==> src/rtl/cmp_cond.sv <==
// cmp_cond: evaluates a 4-bit condition code against a set of comparator
// flags, queues {TAKEN,ERR} results in a small FIFO, and keeps saturating
// statistics of the results that the consumer pops.
//
// Handshakes
//   - Input side:  a beat is accepted when in_valid && in_ready.
//   - Output side: the head result is popped when out_valid && out_ready.
//
// Timing
//   - Results are evaluated on the accepting edge and registered.
//     There is no combinational path from the inputs to the outputs.
//   - in_ready depends only on the registered occupancy. A full FIFO
//     therefore refuses a beat even in a cycle where the head is being
//     popped.
//
// Parameters
//   - DEPTH is 2 or 4. Pointers wrap explicitly at DEPTH-1, so the wrap
//     does not rely on the pointer width.
//   - CNTW is the width of the statistics counters.

module cmp_cond #(
   parameter int DEPTH = 2,
   parameter int CNTW  = 8
) (
   input  logic            clk,
   input  logic            rst,

   input  logic            in_valid,
   output logic            in_ready,
   input  logic            EQ,
   input  logic            SG,
   input  logic            UG,
   input  logic            MG,
   input  logic            XG,
   input  logic [3:0]      COND,

   output logic            out_valid,
   input  logic            out_ready,
   output logic            TAKEN,
   output logic            ERR,

   output logic [CNTW-1:0] TAKEN_CNT,
   output logic [CNTW-1:0] ERR_CNT
);

   // -----------------------------------------------------------------
   // Local types and sizes
   // -----------------------------------------------------------------
   localparam int PW = (DEPTH > 1) ? $clog2(DEPTH) : 1;   // pointer width
   localparam int CW = $clog2(DEPTH + 1);                 // count width 0..DEPTH

   localparam logic [PW-1:0]   LAST_PTR = PW'(DEPTH - 1);
   localparam logic [CW-1:0]   FULL_CNT = CW'(DEPTH);
   localparam logic [CNTW-1:0] CNT_MAX  = {CNTW{1'b1}};

   // One stored result.
   typedef struct packed {
      logic taken;
      logic err;
   } result_t;

   // Condition codes, named after the relation they test.
   typedef enum logic [3:0] {
      C_EQ     = 4'd0,
      C_NE     = 4'd1,
      C_SGT    = 4'd2,
      C_SLE    = 4'd3,
      C_SGE    = 4'd4,
      C_SLT    = 4'd5,
      C_UGT    = 4'd6,
      C_ULE    = 4'd7,
      C_UGE    = 4'd8,
      C_ULT    = 4'd9,
      C_MGT    = 4'd10,
      C_MLE    = 4'd11,
      C_XGT    = 4'd12,
      C_XLE    = 4'd13,
      C_ALWAYS = 4'd14,
      C_NEVER  = 4'd15
   } cond_e;

   // -----------------------------------------------------------------
   // Condition evaluation
   // -----------------------------------------------------------------

   // Raw condition decode, before any consistency override.
   function automatic logic decode_cond(
      input logic [3:0] cond,
      input logic eq,
      input logic sg,
      input logic ug,
      input logic mg,
      input logic xg
   );
      logic t;
      t = 1'b0;
      case (cond_e'(cond))
         C_EQ:     t = eq;
         C_NE:     t = ~eq;
         C_SGT:    t = sg;
         C_SLE:    t = ~sg;
         C_SGE:    t = sg | eq;
         C_SLT:    t = ~(sg | eq);
         C_UGT:    t = ug;
         C_ULE:    t = ~ug;
         C_UGE:    t = ug | eq;
         C_ULT:    t = ~(ug | eq);
         C_MGT:    t = mg;
         C_MLE:    t = ~mg;
         C_XGT:    t = xg;
         C_XLE:    t = ~xg;
         C_ALWAYS: t = 1'b1;
         C_NEVER:  t = 1'b0;
         default:  t = 1'b0;
      endcase
      return t;
   endfunction

   // Flag-set consistency and final result.
   //   - Equality cannot coexist with a signed, unsigned or
   //     signed-vs-unsigned "greater" flag; that combination raises ERR.
   //   - EQ together with XG is a legal mixed-sign case and is accepted.
   //   - An inconsistent set forces TAKEN low, except for the
   //     unconditional code, which stays taken.
   function automatic result_t evaluate(
      input logic [3:0] cond,
      input logic eq,
      input logic sg,
      input logic ug,
      input logic mg,
      input logic xg
   );
      result_t r;
      r.err   = eq & (sg | ug | mg);
      r.taken = decode_cond(cond, eq, sg, ug, mg, xg);
      if (r.err && (cond_e'(cond) != C_ALWAYS)) begin
         r.taken = 1'b0;
      end
      return r;
   endfunction

   // -----------------------------------------------------------------
   // FIFO state
   // -----------------------------------------------------------------
   result_t          mem [DEPTH];
   logic [PW-1:0]    wptr;
   logic [PW-1:0]    rptr;
   logic [CW-1:0]    count;

   logic             push;
   logic             pop;
   result_t          head;
   result_t          new_result;

   // Pointer advance with explicit wrap at DEPTH-1.
   function automatic logic [PW-1:0] next_ptr(input logic [PW-1:0] p);
      return (p == LAST_PTR) ? '0 : p + 1'b1;
   endfunction

   // Handshake decode and result evaluation for the current input beat.
   always_comb begin
      // NOTE: every combinational output gets a default first, so no path can infer a latch.
      in_ready   = 1'b0;
      out_valid  = 1'b0;
      push       = 1'b0;
      pop        = 1'b0;
      new_result = '0;

      in_ready   = (count != FULL_CNT);
      out_valid  = (count != '0);
      push       = in_valid & in_ready;
      pop        = out_valid & out_ready;
      new_result = evaluate(COND, EQ, SG, UG, MG, XG);
   end

   // Pointer and occupancy update; reset wins over any accept or pop.
   always_ff @(posedge clk) begin
      // NOTE: state is updated with non-blocking assignments so every register samples pre-edge values.
      if (rst) begin
         wptr  <= '0;
         rptr  <= '0;
         count <= '0;
      end else begin
         if (push) wptr <= next_ptr(wptr);
         if (pop)  rptr <= next_ptr(rptr);
         case ({push, pop})
            2'b10:   count <= count + 1'b1;
            2'b01:   count <= count - 1'b1;
            default: count <= count;
         endcase
      end
   end

   // Result storage written on accepting edges.
   always_ff @(posedge clk) begin
      // NOTE: the storage array is not reset; stale entries are never visible because the outputs are gated by occupancy.
      if (!rst && push) begin
         mem[wptr] <= new_result;
      end
   end

   // Head result presentation; forced to zero while the FIFO is empty.
   always_comb begin
      head  = mem[rptr];
      TAKEN = 1'b0;
      ERR   = 1'b0;
      if (out_valid) begin
         TAKEN = head.taken;
         ERR   = head.err;
      end
   end

   // Saturating statistics, advanced only by popped results.
   always_ff @(posedge clk) begin
      if (rst) begin
         TAKEN_CNT <= '0;
         ERR_CNT   <= '0;
      end else if (pop) begin
         if (head.taken && (TAKEN_CNT != CNT_MAX)) TAKEN_CNT <= TAKEN_CNT + 1'b1;
         if (head.err   && (ERR_CNT   != CNT_MAX)) ERR_CNT   <= ERR_CNT + 1'b1;
      end
   end

endmodule

==> config.mk <==
export PLATFORM = sky130hd
export DESIGN_NAME = cmp_cond
export DESIGN_NICKNAME = d
export VERILOG_FILES = /design/src/rtl/cmp_cond.sv
export SDC_FILE = /design/constraint.sdc
export NUM_CORES = 1
export LEC_CHECK = 0
export ABC_AREA = 1
export BUFFER_PORTS_ARGS = -buffer_cell sky130_fd_sc_hd__buf_2
export CAP_MARGIN = 5
export CORE_ASPECT_RATIO = 0.5
export CORE_MARGIN = 10
export CORE_UTILIZATION = 50
export DETAILED_ROUTE_END_ITERATION = 16
export GPL_ROUTABILITY_DRIVEN = 0
export GPL_TIMING_DRIVEN = 0
export PLACE_DENSITY = 0.74
export SLEW_MARGIN = 20
export SYNTH_ARGS = -nofsm -noshare
export SYNTH_HDL_FRONTEND = slang
export SYNTH_SLANG_ARGS = --single-unit
export TNS_END_PERCENT = 20
==> constraint.sdc <==
create_clock -name clk -period 3.17 [get_ports clk]
set_input_delay 0.4755 -clock clk [delete_from_list [all_inputs] [get_ports clk]]
set_output_delay 0.4755 -clock clk [all_outputs]
set_load 0.1 [all_outputs]
==> results of run 1 <==
[stage by stage]
step	instances	setup WS (ns)	area [um^2]	util	hold WS, ns
floorplan	229	0.8380	1515	-	0.4257
global placement	296	1.455	1712	0.6264	0.4359
detailed placement	296	1.455	1712	0.6264	0.4582
CTS	300	1.185	1757	0.6429	0.4772
global route	300	1.076	1757	0.6429	0.5029
finish	300	1.193	1757	0.6429	0.4712
[where the power goes]
group | internal [uW] | leakage, uW | switching [uW] | total [uW]
Sequential | 351 | 0.000208 | 28.6 | 380
Clock | 90.1 | 0.0000228 | 102 | 192
Combinational | 81.3 | 0.000641 | 315 | 396
[final timing paths]
path                    startpoint                     to  cells after the start
max                      flip-flop                  TAKEN                      5
min              wptr$_SDFFE_PP0P_      wptr$_SDFFE_PP0P_                      2
max reg2reg  count[0]$_SDFFE_PP0P_  count[1]$_SDFFE_PP0P_                      7
min reg2reg      wptr$_SDFFE_PP0P_      wptr$_SDFFE_PP0P_                      2
[logic make-up after synthesis]
logic type | Yosys count | share of synthesized area
compound gates | 29 | 0.09992
flops | 25 | 0.3567
simple gates | 131 | 0.3964
xor+xnor | 6 | 0.03468
fa+ha+maj | 3 | 0.02478
buf+inv | 35 | 0.08753
[cell type report]
class,instances,area [um^2],share of cell area
clock buffers,4,45.04,0.02564
inverters,32,120.1,0.06838
well taps,37,46.29,0.02635
repair buffers,30,150.1,0.08547
flip-flops and latches,25,540.5,0.3077
plain buffers,3,12.51,0.007123
multi-input cells,169,842.1,0.4793
[registers in the layout, summed over array words and instances (netlist names), named ones only]
register and count:
rptr 1, count 2, wptr 1, mem 4, ERR_CNT 8, TAKEN_CNT 8
[routing by layer]
metal	up-vias	wire [um]	part of all wire
met5	-	0	0
met3	4	233	0.069
met4	0	30	0.0088
met2	44	1628	0.48
li1	793	-	-
met1	683	1501	0.44
[placed cells by master, fill, tap and decap left out, types with 6 or more instances in the layout]
master	n
nand2_1	73
inv_1	32
dfxtp_1	21
o21ai_0	6
buf_2	31
nand3_1	16
a21oi_1	18
nor2_1	26
[critical path, cell delays in order, from the launching register on]
cell and delay (ns):
dfxtp_1 0.40, nand2_1 0.07, o21ai_1 0.17, inv_1 0.07, nor2_1 0.09, buf_2 0.43
==> metrics.csv, run 1 <==
metric,value,unit
Reg2Reg Setup Slack,1.67,ns
largest net degree at the start of global routing,14,
HPWL after detailed placement,2669,um
Worst Skew,0.008640,ns
Yosys top cell area share,0.2775,
Hold Fails Final Rpt,0,
Yosys cell types,24,
RSZ-0062 raised after global routing,no,
TritonCTS buffer count,3,
cts repair resizes,0,
Synth Cell Area,1515,um^2
First-pass DRT Iterations,4,
largest cells by area after synthesis,"dfxtp_1, nand2_1, edfxtp_1, inv_1, nor2_1",
HP Class,reg -> reg,
Synth Flop Type,dfxtp_1,
GR Layer Usage met3,0.03958,
DRC,0,
drt first-iter violations,69,
Max H-tree Level,1,
peak supply drop,0.3426,mV
setup TNS,0,ns
first-pass GRT wire length,6044,um
Max Fclk,0.5059,GHz
sequential fraction of the synthesis area,0.3567,
area of the core,2733,um^2
# IOs,33,
layout cells sized above 1,0.1673,
Gate Count Post-Synth,229,
WL final,3393,um
Lkg Pwr,0.0008717,uW
Final ANT Viol Nets,0,
"Reg clk slew, reported paths",0.09,ns
CTS tree,yes,
final worst path period share,0.6236,
vias per cell,5.080,
clk_lat worst skew,0.27,ns
Post-CTS Repair Setup Buffers,0,
vias in the first global route,1406,
antenna violations before repair,0,
total power,967.9,uW
worst endpoint required time,2.69,ns
Slew Limit Headroom,0.6656,
"Remaining Overflow, GRT",0,
Die W,97.85,um
Layout fillers,272,
PD cells,551.0,nW/um^2
row count,13,
WL/cell,11.31,um
Vias,1524,
most frequent cells after synthesis,"nand2_1, inv_1, nor2_1, dfxtp_1, a21oi_1",
root buffer cell,clkbuf_8,
"Max FO, Critical Path",4,
clock sink count,25,
"Avg Cell Area, Syn",6.617,um^2
Synthesized Nets,245,
Die Y,58.93,um
CP Capture Type,output pin,
routing usage on met1,0.1466,
met2 Track Usage GR,0.2112,
nets,280,
Max Slew Vio Count,0,
die area,5766,um^2
Synth Register Bits,25,
area delta synth->final,15.94,%
port bufs,30,
Final setup viols,0,
grt peak-use layer,met2,
ant diodes,0,
"EDFF count, synth",4,
Critical Path AT,1.50,ns
"Async S/R FF share, synth",0,
CP Class,reg -> out,
Worst Tran Pin Value,0.5016,ns
Total GRT Usage,0.1228,
status,finished clean,
Yosys warnings,0,
crit path time final,1.977,ns
most common cell in the netlist,nand2_1,
largest buffer count on any clock path,2,
starting density of the core,0.5545,
Max-Cap Viols,0,
post-synth top area cell,dfxtp_1,
Worst setup SP type,flip-flop,
Hold Buf Count CTS,0,
No activity file was read; power rests on OpenSTA's default activity.
==> inputs of run 2 (changes only) <==
- clock period: 3.17 -> 2 ns (I/O delays scaled with it)
==> metrics.csv, run 2 (synthesized netlist as in run 1, its figures left out) <==
metric,value,unit,change
WP depth,5,,unchanged
"Max FO, Critical Path",4,,unchanged
cell family with most CP delay,buffers and inverters,,
fin cells,300,,unchanged
CP Capture Type,output pin,,
RSZ-0062 raised after global routing,no,,
Hold Path Sink,wptr$_SDFFE_PP0P_,,
placed cell count,296,,unchanged
HP Class,in -> reg,,
ant diodes,0,,unchanged
worst endpoint required time,1.70,ns,-0.99 ns
CP Class,reg -> out,,
First-pass DRT Iterations,4,,unchanged
vias per cell,4.990,,-1.8%
status,finished clean,,
PD cells,867.9,nW/um^2,+58%
Die Y,58.93,um,unchanged
cts repair resizes,0,,unchanged
Worst Tran Pin Value,0.5462,ns,+0.04463 ns
R2R Path End,count[1]$_SDFFE_PP0P_,,
vias in the first global route,1344,,-4.4%
Max-Cap Viols,0,,unchanged
Slew Limit Headroom,0.6359,,-0.02975
hold path startpoint,in_valid,,
grt peak-use layer,met2,,
Hold Buf Count CTS,0,,unchanged
met2 Track Usage GR,0.2112,,unchanged
Lkg Pwr,0.0008728,uW,+0.12%
"Core Util, Final",0.6465,,+0.003663
Worst Skew,0.004680,ns,-0.003960 ns
total power,1533,uW,+58%
Total GRT Usage,0.1204,,-0.002347
WL final,3357,um,-1.1%
peak supply drop,0.5410,mV,+58%
area of the core,2733,um^2,unchanged
setup TNS,0,ns,unchanged
"Reg clk slew, reported paths",0.08,ns,about the same
area delta synth->final,16.60,%,
GR Layer Usage met3,0.03958,,unchanged
hold depth,3,,+1
reg2reg path depth,7,,unchanged
Final ANT Viol Nets,0,,unchanged
Max Fclk,0.5617,GHz,
Final setup viols,0,,unchanged
Critical Path AT,1.48,ns,-0.02 ns
crit path time final,1.780,ns,
"Remaining Overflow, GRT",0,,unchanged
row count,13,,unchanged
clk_lat worst skew,0.26,ns,about the same
routing usage on met1,0.1362,,-0.01031
slowest CP cell,buf_2,,
antenna violations before repair,0,,unchanged
Reg2Reg Setup Slack,0.49,ns,-1.18 ns
crit path cell chain,nand2_1 -> o21ai_1 -> inv_1 -> nor2_2 -> buf_2,,
first-pass GRT wire length,5906,um,-2.3%
final worst path period share,0.8901,,
"most common cell after layout, fill and taps aside",nand2_1,,
starting density of the core,0.5545,,unchanged
# IOs,33,,unchanged
Max Slew Vio Count,0,,unchanged
Vias,1497,,-1.8%
DRC,0,,unchanged
port bufs,30,,unchanged
largest net degree at the start of global routing,14,,unchanged
clock sink count,25,,unchanged
biggest regs,"ERR_CNT x8, TAKEN_CNT x8, mem x4",,
Crit path largest cell delay,0.42,ns,about the same
Bufs and invs on worst path,2,,unchanged
layout cells sized above 1,0.1863,,+0.01901
Post-CTS Repair Setup Buffers,0,,unchanged
WL/cell,11.19,um,-1.1%
HPWL after detailed placement,2714,um,+1.7%
Worst setup SP type,flip-flop,,
reg-to-reg critical path startpoint,count[0]$_SDFFE_PP0P_,,
die area,5766,um^2,unchanged
nets,280,,unchanged
root buffer cell,clkbuf_8,,
drt first-iter violations,39,,-43%
CTS tree,yes,,
worst hold slack,0.3405,ns,-0.1307 ns
"commonest cells after routing, fill and taps aside","nand2_1, inv_1, buf_2, nor2_1, dfxtp_1",,
Hold Fails Final Rpt,0,,unchanged
Die W,97.85,um,unchanged
largest buffer count on any clock path,2,,unchanged
Max H-tree Level,1,,unchanged
TritonCTS buffer count,3,,unchanged
## run 2: cell counts in the layout (fill, tap and decap cells not counted)
No cell type changed its count.
## run 2: layout make-up
| type | count | area, um^2 |
|---|---|---|
| fill | 260 | 965.9 |
| sequential | 25 | 543.0 |
| clock buffer | 4 | 45.04 |
| inverter | 32 | 120.1 |
| multi-input combinational | 169 | 849.6 |
| buffer | 3 | 12.51 |
| timing repair buffer | 30 | 150.1 |
| tap | 37 | 46.29 |
## run 2: how the worst max path moves through the flow
| stage | slack [ns] | end | startpoint |
|---|---|---|---|
| global route | 0.06 | TAKEN | flip-flop |
| detailed placement | 0.47 | mem[0][1]$_DFFE_PP_ | rst |
| finish | 0.22 | TAKEN | flip-flop |
| floorplan | -0.06 | ERR_CNT[7]$_SDFFE_PP0P_ | ERR_CNT[0]$_SDFFE_PP0P_ |
| global placement | 0.47 | mem[0][1]$_DFFE_PP_ | rst |
| CTS | 0.20 | TAKEN | flip-flop |
## run 2: power breakdown
| group | leakage [uW] | switching (uW) | internal, uW |
|---|---|---|---|
| clock | 0.0000228 | 149 | 142 |
| combinational | 0.000642 | 506 | 133 |
| sequential | 0.000208 | 45.2 | 558 |
| total | 0.000873 | 701 | 833 |
## run 2: per-stage QoR
stage               setup WS, ns  instance area, um^2
floorplan               -0.05859                 1525
global placement          0.4722                 1722
detailed placement        0.4674                 1722
CTS                       0.2031                 1767
global route             0.06308                 1767
finish                    0.2198                 1767
## run 2: per-layer routing
metal  wire, um  vias up
met3        153        4
met2       1556       29
met1       1610      664
met5          0        -
li1           -      800
met4         37        0
## run 2: tightest hold or removal path, stage by stage
cell and delay, ns:
buf_2 0.10, nand3_1 0.09, a21oi_1 0.07
